===== src/rtl/bomb_scheduler.sv =====
// bomb_scheduler: grants the two shared bomb slots and sequences each slot IDLE->ARMED->EXPLODE->CLEAR; all outputs registered, decisions 1 cycle after the request edge.
// No backpressure: a request edge is granted or denied at once and never queued. BOMB_CHAIN_EN enables chain detonation from the slot positions.
module bomb_scheduler #(
  parameter int FUSE_FRAMES    = 120,
  parameter int BLAST_FRAMES   = 30,
  parameter int BLAST_RANGE    = 64,
  parameter int PER_PLAYER_MAX = 1
) (
  input  logic       frame_clk,
  input  logic       Reset,
  input  logic [1:0] drop_req,
  input  logic [9:0] bomb0X,
  input  logic [9:0] bomb0Y,
  input  logic [9:0] bomb1X,
  input  logic [9:0] bomb1Y,
  output logic [4:0] bomb_state0,
  output logic [4:0] bomb_state1,
  output logic [1:0] make,
  output logic [1:0] slot_owner,
  output logic [1:0] grant,
  output logic [1:0] deny,
  output logic       explode_any
);

  typedef enum logic [4:0] {
    S_IDLE    = 5'b00000,
    S_ARMED   = 5'b00001,
    S_EXPLODE = 5'b00010,
    S_CLEAR   = 5'b00011
  } slot_state_t;

  localparam logic [7:0]  FUSE_LOAD   = 8'(FUSE_FRAMES - 1);
  localparam logic [7:0]  BLAST_LOAD  = 8'(BLAST_FRAMES - 1);
  localparam logic [1:0]  OWN_MAX     = 2'(PER_PLAYER_MAX);
  localparam logic [10:0] CHAIN_RANGE = 11'(BLAST_RANGE);

  slot_state_t st     [2];
  slot_state_t st_nxt [2];
  logic [7:0]  cnt     [2];
  logic [7:0]  cnt_nxt [2];
  logic [1:0]  own_cnt [2];
  logic [1:0]  owner, owner_nxt;
  logic [1:0]  prev_req, req_edge, eligible, req_ok, free_slot;
  logic [1:0]  take, take_who, chain, grant_nxt, deny_nxt;
  logic        pri, pri_nxt;

  assign req_edge  = drop_req & ~prev_req;
  assign free_slot = {st[1] == S_IDLE, st[0] == S_IDLE};
  assign req_ok    = req_edge & eligible;

  // A slot in CLEAR still counts against its owner.
  always_comb begin
    for (int p = 0; p < 2; p++) begin
      own_cnt[p] = 2'd0;
      for (int i = 0; i < 2; i++)
        if (st[i] != S_IDLE && owner[i] == p[0])
          own_cnt[p] = own_cnt[p] + 2'd1;
      eligible[p] = own_cnt[p] < OWN_MAX;
    end
  end

  always_comb begin
    take      = 2'b00;
    take_who  = 2'b00;
    grant_nxt = 2'b00;
    deny_nxt  = req_edge & ~eligible;
    pri_nxt   = pri;
    case (req_ok)
      2'b01, 2'b10: begin
        if (free_slot[0]) begin
          take[0]     = 1'b1;
          take_who[0] = req_ok[1];
          grant_nxt   = req_ok;
        end else if (free_slot[1]) begin
          take[1]     = 1'b1;
          take_who[1] = req_ok[1];
          grant_nxt   = req_ok;
        end else begin
          deny_nxt = deny_nxt | req_ok;
        end
      end
      2'b11: begin
        pri_nxt = ~pri;
        if (&free_slot) begin
          take      = 2'b11;
          take_who  = {~pri, pri};
          grant_nxt = 2'b11;
        end else if (|free_slot) begin
          take            = free_slot;
          take_who        = {pri, pri};
          grant_nxt[pri]  = 1'b1;
          deny_nxt[~pri]  = 1'b1;
        end else begin
          deny_nxt = 2'b11;
        end
      end
      default: ;
    endcase
  end

`ifdef BOMB_CHAIN_EN
  logic [9:0] dx, dy;
  logic       near;

  assign dx   = (bomb0X > bomb1X) ? bomb0X - bomb1X : bomb1X - bomb0X;
  assign dy   = (bomb0Y > bomb1Y) ? bomb0Y - bomb1Y : bomb1Y - bomb0Y;
  assign near = (dy < 10'd16 && {1'b0, dx} <= CHAIN_RANGE) ||
                (dx < 10'd16 && {1'b0, dy} <= CHAIN_RANGE);
  assign chain[0] = near && st[0] == S_ARMED && st[1] == S_EXPLODE;
  assign chain[1] = near && st[1] == S_ARMED && st[0] == S_EXPLODE;
`else
  logic unused_pos;
  assign unused_pos = ^{bomb0X, bomb0Y, bomb1X, bomb1Y, CHAIN_RANGE};
  assign chain      = 2'b00;
`endif

  always_comb begin
    for (int i = 0; i < 2; i++) begin
      st_nxt[i]    = st[i];
      cnt_nxt[i]   = cnt[i];
      owner_nxt[i] = owner[i];
      if (take[i]) begin
        st_nxt[i]    = S_ARMED;
        cnt_nxt[i]   = FUSE_LOAD;
        owner_nxt[i] = take_who[i];
      end else begin
        case (st[i])
          S_ARMED: begin
            if (chain[i] || cnt[i] == 8'd0) begin
              st_nxt[i]  = S_EXPLODE;
              cnt_nxt[i] = BLAST_LOAD;
            end else begin
              cnt_nxt[i] = cnt[i] - 8'd1;
            end
          end
          S_EXPLODE: begin
            if (cnt[i] == 8'd0) st_nxt[i] = S_CLEAR;
            else                cnt_nxt[i] = cnt[i] - 8'd1;
          end
          S_CLEAR: st_nxt[i] = S_IDLE;
          default: ;
        endcase
      end
    end
  end

  // prev_req resets high so a button held through reset cannot drop a bomb.
  always_ff @(posedge frame_clk) begin
    if (Reset) begin
      for (int i = 0; i < 2; i++) begin
        st[i]  <= S_IDLE;
        cnt[i] <= 8'd0;
      end
      owner       <= 2'b00;
      prev_req    <= 2'b11;
      pri         <= 1'b0;
      make        <= 2'b00;
      grant       <= 2'b00;
      deny        <= 2'b00;
      explode_any <= 1'b0;
    end else begin
      for (int i = 0; i < 2; i++) begin
        st[i]  <= st_nxt[i];
        cnt[i] <= cnt_nxt[i];
      end
      owner       <= owner_nxt;
      prev_req    <= drop_req;
      pri         <= pri_nxt;
      make        <= take;
      grant       <= grant_nxt;
      deny        <= deny_nxt;
      explode_any <= (st_nxt[0] == S_EXPLODE) || (st_nxt[1] == S_EXPLODE);
    end
  end

  assign bomb_state0 = st[0];
  assign bomb_state1 = st[1];
  assign slot_owner  = owner;

endmodule


===== config.mk =====
export PLATFORM = sky130hd
export DESIGN_NAME = bomb_scheduler
export DESIGN_NICKNAME = d
export VERILOG_FILES = /design/src/rtl/bomb_scheduler.sv
export SDC_FILE = /design/constraint.sdc
export NUM_CORES = 1
export LEC_CHECK = 0
export ABC_AREA = 1
export CAP_MARGIN = 20
export CORE_MARGIN = 2
export CORE_UTILIZATION = 42
export CTS_BUF_LIST = sky130_fd_sc_hd__clkbuf_4
export DETAILED_ROUTE_END_ITERATION = 8
export GPL_ROUTABILITY_DRIVEN = 0
export PLACE_DENSITY = 0.79
export SYNTH_ARGS = -nofsm -noshare
export SYNTH_HDL_FRONTEND = slang
export SYNTH_SLANG_ARGS = --single-unit
export TNS_END_PERCENT = 20

===== constraint.sdc =====
create_clock -name frame_clk -period 1.9 [get_ports frame_clk]
set_clock_uncertainty 0.15 [all_clocks]
set_input_delay 0.38 -clock frame_clk [delete_from_list [all_inputs] [get_ports frame_clk]]
set_output_delay 0.38 -clock frame_clk [all_outputs]
set_load 0.02 [all_outputs]

==> results.yml <==
clock_tree:
  cts_max_path_buffers: 2
  clock_latency_ps: 350
  htreeDepth: 2
  cts_buffers: 5
  clock-sinks: 38
  root_buffer: "clkbuf_4"
  cts_hold_buf: 0
  tritoncts: "done"
  clkTransAtPathRegs_ps: 110
critical_path:
  path_max_fanout: 5
  crit_type: "reg2reg"
  path_common_cell: "nand2_4"
  crit_arrival_ps: 2130
  worst_path_dominant_cell_family: "simple AND/OR/NAND/NOR gates"
  cp_slowest_cell: "dfxtp_4"
  critical-path-max-stage-delay_ps: 370
  crit_required_ps: 1980
  crit_path_end_kind: "flop"
  path_cells: "nor3_4 -> nand2_4 -> nand2_4 -> nand2_4 -> nor2_4 -> ha_4 -> inv_4 -> nand2_4 -> nand3_4 -> nand2_4 -> o21ai_2 -> a21oi_2"
  path_buf_inv: 1
  critPathLaunchType: "flop"
placed_design:
  io_buffers: 22
  place_area_sq_mm: 0.00274
  hpwl_um: 3820
  place_worst_setup_slack_ps: -469
synthesis:
  synth.largest_area_cell: "dfxtp_1"
  synth_common_cells: "91 x nand2_1, 49 x inv_1, 42 x nor2_1"
  ys_ff_latch: 38
  synth_area_leaders: "dfxtp_1 35%, nand2_1 16%, inv_1 8.5%"
  ys_async_sr_fraction_pct: 0
  synth-main-ff-cell: "dfxtp_1"
  synth_top_area_share_pct: 35.3
  synth_edf_count: 0
  yosysMostFrequentCell: "nand2_1"
  yosysUniqueCellTypes: 30
  synthCells: 330
  synth_area_per_cell_sq_um: 6.53
  syn_nets: 378
  netlist_area_sq_mm: 0.00215
  yosysWarningCount: 0
  ys_seq_area_share_pct: 35.3
worst_hold_path:
  hp-class: "reg2reg"
layout:
  fin_area_sq_mm: 0.00296
  fin_nets: 441
  fillers: 458
  layout-drive-gt1-share_pct: 24.6
  area_growth_pct: 37.5
  n_antenna_cell: 0
  fin_util_pct: 58.7
global_routing:
  gr-total-overflow: 0
  grt_util_all_layers_pct: 20.2
  grt_pass1_vias: 2088
  grt_max_degree: 19
  antenna_found_initial: 0
  grt_pass1_wl_um: 9010
timing:
  hold_viol: 0
  setup_ws_ps: -149
  drv_slew: 0
  hold_ws_ps: 322
  rsz0062_at_grt: "yes"
  worst_pin_slew_ps: 497
  setup-violations-final: 24
  max-slew-margin-rel_pct: 66.6
  setup_tns_ps: -1720
  fmax_mhz: 488
  post-route-min-period_ps: 2050
  fin_crit_sh_pct: 108
die:
  dieArea_sq_mm: 0.00572
  pin_count: 63
  chipHeight_um: 75.6
  initial_utilization_pct: 42.7
  num_rows: 26
  core-area_sq_mm: 0.00504
  die_x_um: 75.6
drt:
  viasPerCell: 4.94
  antenna_left: 0
  drc: 0
  wl_per_cell_um: 11.6
  wirelength_um: 5370
  vias: 2292
  dr.pass1.iters: 4
  initialDrtViolationCount: 187
pwr:
  ir_worst_vdd_v: 0.000808
  p_leak_nw: 1.45
  power_density_mw_per_mm2: 1310
run_status:
  failed_checks: "setup timing"
  status: "finished with violations"
flow_run:
  max_cap_viol_count: 0
## cell type report
| type | count | area (sq um) | share of cell area (%) |
|---|---|---|---|
| inverter | 52 | 203 | 6.84 |
| multi-input combinational | 238 | 1340 | 45.4 |
| timing repair buffer | 58 | 479 | 16.2 |
| tap | 70 | 87.6 | 2.96 |
| clock buffer | 7 | 52.6 | 1.77 |
| clock inverter | 1 | 30.0 | 1.01 |
| sequential | 38 | 766 | 25.9 |
## flip-flops by register name (all words and copies together), names as in the netlist
register	flops
slot_owner	2
deny	2
pri	1
prev_req	2
make	2
cnt	16
grant	2
st	10
explode_any	1
## per-layer routing
layer	vias to the layer above	wire length [um]	GRT usage, %
li1	1162	-	-
met1	1053	2320	25.4
met2	65	2710	34.3
met3	12	238	2.91
met4	0	102	8.97
met5	-	0	0
## worst min-delay path, delay by kind of cell, from the launching register on
kind             cells  cell delay, ps
flip-flops           1             330
AND/OR/NAND/NOR      1              60
AO/OA/AOI/OAI        1              50
## cell families (layout without fill, tap and decap cells)
logic type / after synthesis / after routing / share of synthesized area, %
adders and majority gates: 4 / 4 / 2.32
xor gates and xnor gates: 5 / 5 / 2.03
DFF: 38 / 38 / 35.3
buffers and inverters: 56 / 118 / 10.2
AOI/OAI and AO/OA: 34 / 34 / 8.95
and+or+nand+nor: 193 / 195 / 41.1
## path summary, 6_finish.rpt
kind                                start  slack (ps)  cells past startpoint                      end
hold / removal    cnt[0][11]$_SDFFE_PP0P_         320                      2  cnt[0][11]$_SDFFE_PP0P_
hold reg to reg   cnt[0][11]$_SDFFE_PP0P_         320                      2  cnt[0][11]$_SDFFE_PP0P_
setup / recovery      st[0][7]$_SDFF_PP0_        -150                     12   cnt[0][4]$_SDFFE_PP0P_
setup reg to reg      st[0][7]$_SDFF_PP0_        -150                     12   cnt[0][4]$_SDFFE_PP0P_
## what timing repair did
action | in CTS | in global routing
cloned | 1 | 1
buffers inserted | 2 | 1
pin swaps | 7 | 15
resized for setup | 27 | 18
endpoints found under the hold margin | 0 | 0
setup endpoints to repair | 38 | 30
## where the power goes
part / switching (mW) / internal (mW) / leakage (nW) / total [mW]
Combinational: 1.38 / 0.872 / 1.10 / 2.25
Clock: 0.271 / 0.308 / 0.0463 / 0.579
Sequential: 0.110 / 0.934 / 0.310 / 1.04
Total: 1.76 / 2.11 / 1.45 / 3.87
## through the flow
stage | total power [mW] | cells
floorplan | 2.54 | 330
global placement | 3.07 | 451
detailed placement | 3.14 | 451
CTS | 3.78 | 462
global route | 4.22 | 464
finish | 3.87 | 464
## placed cells by master (no fill, tap or decap), drive strengths merged
| master | instances |
|---|---|
| nand3 | 38 |
| or2 | 1 |
| a21oi | 19 |
| xnor2 | 1 |
| dfxtp | 38 |
| clkbuf | 7 |
| clkinv | 1 |
| nor2 | 49 |
| o211ai | 2 |
| xor2 | 4 |
| nand2 | 97 |
| clkdlybuf4s50 | 10 |
| buf | 36 |
| inv | 51 |
| a21o | 2 |
| dlymetal6s2s | 1 |
| o21ai | 11 |
| bufinv | 1 |
| ha | 4 |
| nand4 | 5 |
| nor3 | 5 |
| dlygate4sd2 | 11 |
(Power assumes the default switching activity.)
